`src/rtl/axi_rom_slave.sv`:
```
// axi_rom_slave: AXI3 read-only responder in front of a synchronous single-port memory.
// Serves one AR burst at a time (INCR/WRAP/FIXED) with SLVERR/DECERR beat responses.
module axi_rom_slave #(
    parameter int unsigned ID_W   = 4,
    parameter logic [31:0] BASE   = 32'h1FC0_0000,
    parameter int unsigned MEM_AW = 16
) (
    input  logic              clk,
    input  logic              rst,
    // AR channel
    input  logic [ID_W-1:0]   s_arid,
    input  logic [31:0]       s_araddr,
    input  logic [3:0]        s_arlen,
    input  logic [2:0]        s_arsize,
    input  logic [1:0]        s_arburst,
    input  logic              s_arvalid,
    output logic              s_arready,
    // R channel
    output logic [ID_W-1:0]   s_rid,
    output logic [31:0]       s_rdata,
    output logic [1:0]        s_rresp,
    output logic              s_rlast,
    output logic              s_rvalid,
    input  logic              s_rready,
    // Memory port
    output logic              mem_en,
    output logic [MEM_AW-3:0] mem_addr,
    input  logic [31:0]       mem_rdata
);

    typedef enum logic [1:0] {StIdle, StFetch, StResp} state_t;

    state_t           state_q, state_d;
    logic [ID_W-1:0]  id_q;
    logic [31:0]      addr_q;
    logic [3:0]       len_q;
    logic [2:0]       size_q;
    logic [1:0]       burst_q;
    logic             slverr_q;
    logic [3:0]       cnt_q;

    logic             ar_bad;
    logic             last_beat;
    logic             decerr;
    logic [1:0]       beat_resp;
    logic [31:0]      nb;
    logic [31:0]      wrap_mask;
    logic [31:0]      next_addr;

    // Whole-burst protocol errors, decided once from the AR payload
    always_comb begin
        ar_bad = (s_arburst == 2'b11) || (s_arsize > 3'd2) ||
                 ((s_arburst == 2'b10) &&
                  !((s_arlen == 4'd1) || (s_arlen == 4'd3) ||
                    (s_arlen == 4'd7) || (s_arlen == 4'd15)));
    end

    // Per-beat response and next beat address
    always_comb begin
        last_beat = (cnt_q == len_q);
        decerr    = (addr_q[31:MEM_AW] != BASE[31:MEM_AW]);
        if (slverr_q) begin
            beat_resp = 2'b10;
        end else if (decerr) begin
            beat_resp = 2'b11;
        end else begin
            beat_resp = 2'b00;
        end
        nb        = 32'd1 << size_q;
        wrap_mask = (({28'd0, len_q} + 32'd1) << size_q) - 32'd1;
        case (burst_q)
            2'b00:   next_addr = addr_q;
            2'b10:   next_addr = (addr_q & ~wrap_mask) | ((addr_q + nb) & wrap_mask);
            // INCR, and reserved bursts still step so the beat count is honoured
            default: next_addr = addr_q + nb;
        endcase
    end

    // State register
    always_ff @(posedge clk or posedge rst) begin
        if (rst) begin
            state_q <= StIdle;
        end else begin
            state_q <= state_d;
        end
    end

    // Next-state logic
    always_comb begin
        state_d = state_q;
        unique case (state_q)
            StIdle:  if (s_arvalid) state_d = StFetch;
            StFetch: state_d = StResp;
            StResp: begin
                if (s_rready) begin
                    state_d = last_beat ? StIdle : StFetch;
                end
            end
            default: state_d = StIdle;
        endcase
    end

    // Burst context: latched on AR accept, stepped on each non-final beat handshake
    always_ff @(posedge clk or posedge rst) begin
        if (rst) begin
            id_q     <= '0;
            addr_q   <= '0;
            len_q    <= '0;
            size_q   <= '0;
            burst_q  <= '0;
            slverr_q <= 1'b0;
            cnt_q    <= '0;
        end else if ((state_q == StIdle) && s_arvalid) begin
            id_q     <= s_arid;
            addr_q   <= s_araddr;
            len_q    <= s_arlen;
            size_q   <= s_arsize;
            burst_q  <= s_arburst;
            slverr_q <= ar_bad;
            cnt_q    <= '0;
        end else if ((state_q == StResp) && s_rready && !last_beat) begin
            cnt_q  <= cnt_q + 4'd1;
            addr_q <= next_addr;
        end
    end

    // Outputs decoded from state; memory data is only forwarded on OKAY beats
    always_comb begin
        s_arready = (state_q == StIdle);
        mem_en    = (state_q == StFetch) && (beat_resp == 2'b00);
        s_rvalid  = (state_q == StResp);
        s_rlast   = (state_q == StResp) && last_beat;
        s_rresp   = (state_q == StResp) ? beat_resp : 2'b00;
        s_rdata   = ((state_q == StResp) && (beat_resp == 2'b00)) ? mem_rdata : 32'h0;
        s_rid     = id_q;
        mem_addr  = addr_q[MEM_AW-1:2];
    end

endmodule

```
`config.mk`:
```
export PLATFORM = sky130hd
export DESIGN_NAME = axi_rom_slave
export DESIGN_NICKNAME = d
export VERILOG_FILES = /design/src/rtl/axi_rom_slave.sv
export SDC_FILE = /design/constraint.sdc
export NUM_CORES = 1
export LEC_CHECK = 0
export CAP_MARGIN = 5
export CORE_UTILIZATION = 40
export DETAILED_ROUTE_END_ITERATION = 7
export PLACE_DENSITY = 0.7
export SLEW_MARGIN = 20
export SYNTH_ARGS = -nofsm -noshare
export SYNTH_HDL_FRONTEND = slang
export SYNTH_SLANG_ARGS = --single-unit
```
`constraint.sdc`:
```
create_clock -name clk -period 4.5 [get_ports clk]
set_input_delay 0.9 -clock clk [delete_from_list [all_inputs] [get_ports clk]]
set_output_delay 0.9 -clock clk [all_outputs]
set_load 0.01 [all_outputs]
```
Yosys cells after proc, flatten, opt, wreduce, memory -nomap -nowiden
Cells that the tools add are included.
- logic and storage cells: 66
- flip-flop bits (word level): 52
- output and inout bits: 56
- bits of input ports: 81
- equality and inequality tests: 14
- magnitude comparators: 1
- add/sub/neg operators: 4
- mux-type cells: 13
- shift-type cells: 2
- reductions and logical operators: 20
- bitwise operators: 4
- operators by type and width (kind ; count):
    32-bit 2-to-1 mux ; 3
    32-bit AND ; 2
    32-bit one-hot mux with 2 select lines ; 1
    32-bit adder ; 1
    32-bit NOT ; 1
    32-bit OR ; 1
    1-bit by 3-bit << shifter with 32-bit output, first input constant ; 1
    5-bit by 3-bit << shifter with 32-bit output ; 1
    32-bit by 1-bit subtractor with 32-bit output, second input constant ; 1
    16-bit by 13-bit != test with 1-bit output, second input constant ; 1
    2-bit 2-to-1 mux ; 5
    2-bit == test, second input constant ; 4
    4-bit 2-to-1 mux ; 2
    1-bit logical AND ; 7
    2-bit logical NOT ; 3
    2-bit one-hot mux with 3 select lines ; 1
    4-bit by 1-bit adder with 5-bit output, second input constant ; 1
    1-bit logical OR ; 5
    4-bit by 1-bit adder with 4-bit output, second input constant ; 1
    4-bit by 1-bit == test with 1-bit output, second input constant ; 1
    4-bit by 2-bit == test with 1-bit output, second input constant ; 1
    4-bit by 3-bit == test with 1-bit output, second input constant ; 1
    4-bit == test ; 1
    4-bit == test, second input constant ; 1
    other kinds (8) ; 11

Depth between registers and ports, before layout
Gate-level depths: netlist of the first run.
- depth after elaboration: 9
- gate-level depth with buffers: 14
- gate-level depth less buffers: 13

Least setup slack after synthesis of the first run
OpenSTA, ideal clock, no wires.
- path kind: reg2reg
- start: register size_q[2]
- end: register (tool-made name)
- setup time: 0.131 ns
- required time: 4.369 ns
- path slack: 1.397 ns
- arrival time: 2.973 ns
- buffers on the path: 2
- stages on the path, launching flop included: 15
- path through: dfrtp_1 buf_2 clkbuf_1 nor2_1 ha_1 inv_1 fa_1 nor2b_1 o21ai_0 nor2b_1 o21ai_1 nand4_1 or4_1 xor2_1 o21ai_1
- RTL lines (item ; line ; text):
    from (decl) ; 37 ; logic [2:0] size_q;
    from (signal assigned) ; 117 ; size_q <= s_arsize;

==> run metrics, run 1 <==
area of placed instances=0.00576 mm^2; Core Util, Final=54.5%; endpoints failing setup=0; final hold viol count=0; core box area=0.0108 mm^2; Clock Path Buffers=2; Post-synth ARST share=100%; crit-path most repeated cell=nor2b_1; Worst Path Max Fanout=25; # hold bufs at CTS=0; synthesis-to-finish area growth=32.8%; input/output buffers=136; crit-path cells=or2_0, nor2_1, ha_1, inv_1, fa_1, nor2b_1, o21ai_0, nor2b_1, o21ai_1, nand4_1, or3_1, o211ai_1, o311ai_1; Slew Limit Headroom=35.1%; Avg Synthesized Cell Area=8.00 um^2; root cell of the clock tree=clkbuf_8; overall routing resource usage=24.1%; initial antenna violation count=0; Final Power=3.58 mW; GP Congestion=0.890; Cells after Synth=553; Residual DRC=0; GRT overflow=0; number of enable flip-flop cells after synthesis=0; final setup margin=711 ps; RR Startpoint=size_q[1]; Cell Area, Synth=0.00442 mm^2; diodes inserted=0; number of global-route vias before repair=4,447; WL/cell=16.9 um; clk_lat worst skew=320 ps; Fmax=264 MHz; hold path start=s_rid[3]; Layout Nets=749; vias=4,481; outcome=complete, no violations; vias per cell=5.63; TritonCTS clock tree=yes; Setup crit end kind=flip-flop; post-DP HPWL=10,400 um; Worst setup SP type=flip-flop; WP data required=4690 ps; RSZ-0062 raised after global routing=no; Fillers=1,020; R2R depth=13; fin crit share=84.2%; post-CTS setup buffers=0; Final Critical Period=3790 ps; Slew Viols, Final=0; row count=38; Final Skew=9.25 ps; Die ar.=0.0115 mm^2; layout cells sized above 1=5.64%; global-route wire length before repair=21,900 um; Warnings, synthesis=0; Yosys reg bits=52; CP max stage delay=650 ps; Worst Hold Class=flip-flop to flip-flop; clk sink count=52; CP max-delay cell=dfrtp_1; Seq/Total Area, Yosys=29.4%; VDD IR max=0.267 mV; Routed Antenna Nets=0; largest net degree at the start of global routing=46; critical path type=flip-flop to flip-flop; Starting DRT DRC Count=237; Top FF cell, synth=dfrtp_1; I/O pin total=137; synth unique cells=72; # resized after CTS=0; CTS Buf Count=5; H-tree depth=2; R2R setup slack=710 ps; Leak=2.37 nW; Power Dens Cells=609 mW/mm^2; die width=107 um; crit path DAT=3980 ps; post-route setup TNS=0 ps; # Max-Cap Violations=0; Crit. Startpoint=size_q[1]; Die Span Y=107 um; post-route cell area=0.00588 mm^2; total wire length=13,500 um; post-synthesis net count=647; multi-input logic area=0.00281 mm^2; FF+latch area=0.00130 mm^2; Pre-antenna DRT Iters=5; Place WS=718 ps; actual slew at the worst max-slew pin=973 ps; Initial Util=41.0%; register clock-pin slew on the reported worst setup and hold paths=110 ps
-- cell usage in the layout, fill, tap and decap left out, types with 6 or more instances in the layout --
master,count
clkdlybuf4s50_1,136
nand2_1,90
dfrtp_1,52
nor2_1,44
and3_1,39
o21ai_0,29
a21oi_1,19
xnor2_1,17
nor3_1,16
inv_1,12
nand3_1,12
ha_1,12
nand4_1,10
nand2b_1,10
o21ai_1,9
o211ai_1,8
xor2_1,7
a211oi_1,6
a211o_1,6
mux2i_1,6
nor4_1,6
-- cell usage after synthesis, types with 12 or more instances --
| cell | instances | area share, % |
|---|---|---|
| a21oi_1 | 19 | 2.1 |
| and3_1 | 39 | 5.5 |
| buf_4 | 15 | 2.5 |
| clkbuf_1 | 20 | 1.7 |
| dfrtp_1 | 52 | 29 |
| ha_1 | 12 | 3.4 |
| inv_1 | 13 | 1.1 |
| nand2_1 | 90 | 7.6 |
| nand3_1 | 12 | 1.4 |
| nor2_1 | 44 | 3.7 |
| nor3_1 | 16 | 1.8 |
| o21ai_0 | 29 | 3.3 |
| xnor2_1 | 17 | 3.4 |
-- stage by stage --
step | cells | hold slack (ps)
after floorplan | 553 | 493
final | 796 | 489
after CTS | 796 | 494
after detailed placement | 788 | 469
after global placement | 788 | 465
after global routing | 796 | 529
-- logic make-up (layout without fill, tap and decap cells) --
group                    count (synthesis)  in the layout  synth area share (%)
AO/OA/AOI/OAI                          131            131                  22.6
XOR/XNOR                                26             26                  5.49
adder cells (fa/ha/maj)                 13             13                  3.85
buffers and inverters                   61            164                  7.15
flip-flops                              52             52                  29.4
multiplexers                             8              8                  1.87
AND/OR/NAND/NOR                        262            262                  29.7
-- critical path, delay by kind of cell (launching register included) --
family | cells | cell delay, ps
buf+inv | 1 | 70
flops | 1 | 650
simple gates | 6 | 1500
compound gates | 4 | 850
fa+ha+maj | 2 | 590
-- power by group --
group          internal [mW]  switching, mW  total [mW]
clock                  0.168          0.182       0.350
combinational          0.989           1.27        2.26
sequential             0.680          0.294       0.974
-- final cells by class --
class | count | share of cell area (%)
multi-input combinational | 440 | 47.9
timing repair buffer | 142 | 24.1
sequential | 52 | 22.1
tap | 140 | 2.98
clock buffer | 5 | 1.17
inverter | 14 | 0.894
clock inverter | 3 | 0.788
-- layer usage --
metal	up-vias	global-route usage [%]	part of all wire [%]
met5	-	0	0
met4	0	5.97	1.2
met3	14	3.83	5.9
met2	171	44.4	52
met1	2101	28.9	41
li1	2195	-	-
-- worst min-delay path by stage --
stage	cells after the start	end	slack (ps)
2_1_floorplan	1	flip-flop	490
3_3_place_gp	2	s_rid[2]	470
3_5_place_dp	2	s_rid[3]	470
4_1_cts	2	s_rid[3]	490
5_1_grt	2	s_rid[2]	530
6_report	2	s_rid[3]	490
(Power assumes the default switching activity.)
==> inputs of run 2 (changes only) <==
==> constraint.sdc (replaced) <==
create_clock -name clk -period 3.8 [get_ports clk]
set_input_delay 0.76 -clock clk [delete_from_list [all_inputs] [get_ports clk]]
set_output_delay 0.76 -clock clk [all_outputs]
set_load 0.01 [all_outputs]
==> run metrics, run 2 (synthesis gave the netlist of run 1 again) <==
outcome=complete, no violations; commonest non-fill, non-tap cell in the layout=clkdlybuf4s50_1; synthesis-to-finish area growth=33.5%; vias per cell=5.72; die width=107 um; CTS Buf Count=5; critical path type=flip-flop to flip-flop; root cell of the clock tree=clkbuf_8; diodes inserted=0; number of global-route vias before repair=4,623; # hold bufs at CTS=0; Power Dens Cells=717 mW/mm^2; core box area=0.0108 mm^2; endpoints failing setup=0; # resized after CTS=0; FF+latch area=0.00130 mm^2; final hold viol count=0; Crit. Startpoint=size_q[0]; R2R setup slack=410 ps; GP Congestion=0.915; Residual DRC=0; Setup crit end kind=flip-flop; Die ar.=0.0115 mm^2; crit path DAT=3580 ps; Leak=2.39 nW; Final Power=4.23 mW; initial antenna violation count=0; vias=4,579; WP data required=3980 ps; I/O pin total=137; post-CTS setup buffers=0; commonest cells after routing, fill and taps aside=136 x clkdlybuf4s50_1, 90 x nand2_1, 52 x dfrtp_1; TritonCTS clock tree=yes; Starting DRT DRC Count=295; clk sink count=52; RSZ-0062 raised after global routing=no; input/output buffers=136; H-tree depth=2; WL/cell=16.7 um; actual slew at the worst max-slew pin=967 ps; total wire length=13,300 um; CP max stage delay=450 ps; Fmax=295 MHz; clk_lat worst skew=310 ps; Final Skew=9.97 ps; Routed Antenna Nets=0; Die Span Y=107 um; Layout Nets=754; Initial Util=41.0%; R2R depth=14; Fillers=1,022; Worst setup SP type=flip-flop; register clock-pin slew on the reported worst setup and hold paths=110 ps; overall routing resource usage=24.0%; CP max-delay cell=or3_1; fin crit share=89.2%; VDD IR max=0.288 mV; post-route setup TNS=0 ps; RR Startpoint=size_q[0]; # Max-Cap Violations=0; Pre-antenna DRT Iters=5; GRT overflow=0; Worst Hold Class=flip-flop to flip-flop; Slew Viols, Final=0; Worst Path Max Fanout=6; global-route wire length before repair=21,800 um; post-DP HPWL=10,300 um; layout cells sized above 1=6.20%; Slew Limit Headroom=35.4%; Clock Path Buffers=2; crit-path most repeated cell=nor2b_1; largest net degree at the start of global routing=42; multi-input logic area=0.00281 mm^2; row count=38; Final Critical Period=3390 ps; crit-path cells=or2_0, nor2_1, ha_1, inv_1, fa_1, nor2b_1, o21ai_0, nor2b_1, o21ai_1, buf_4, nand4_1, or3_1, o211ai_1, o311ai_1
[run 2: routing by layer]
layer | GRT usage (%) | vias to the layer above | wire length (um)
met2 | 43.8 | 184 | 6870
met1 | 27.6 | 2155 | 5240
met4 | 8.71 | 0 | 369
met5 | 0 | - | 0
li1 | - | 2207 | -
met3 | 4.44 | 33 | 858
[run 2: worst min path at each step]
stage	startpoint	end	slack, ps	cells past startpoint
after floorplan	flip-flop	flip-flop	490	1
after global placement	s_rid[2]	s_rid[2]	460	2
after detailed placement	s_rid[2]	s_rid[2]	470	2
after CTS	s_rid[2]	s_rid[2]	490	2
after global routing	s_rid[2]	s_rid[2]	530	2
final	s_rid[2]	s_rid[2]	480	2
[run 2: power by group]
part | total [mW] | leakage (nW) | switching [mW] | internal (mW)
Combinational | 2.71 | 1.70 | 1.52 | 1.19
Clock | 0.398 | 0.0541 | 0.202 | 0.196
Sequential | 1.12 | 0.636 | 0.318 | 0.806
[run 2: cell type report]
cell class                      instances  share of cell area [%]
Multi-Input combinational cell        440                    47.6
Tap cell                              140                    2.97
Sequential cell                        52                    22.0
Clock inverter                          3                   0.720
Inverter                               14                   0.890
Clock buffer                            5                    1.17
Timing Repair Buffer                  147                    24.7
[run 2: critical path: cells and delay by family, from the launching register on]
family                     cells  cell delay, ps
and+or+nand+nor                6            1390
adders and majority gates      2             650
AOI/OAI and AO/OA              4             560
DFF                            1             390
buffers and inverters          2             250
[run 2: metrics by stage]
step           cells  hold slack (ps)  setup WS, ps  instance area (um^2)  utilization (%)
4_1_cts          801              494           454                  5900             54.7
3_3_place_gp     793              463           538                  5790             53.7
2_1_floorplan    553              493           697                  4420                -
3_5_place_dp     793              470           395                  5790             53.7
6_report         801              484           409                  5910             54.7
5_1_grt          801              525           194                  5910             54.7
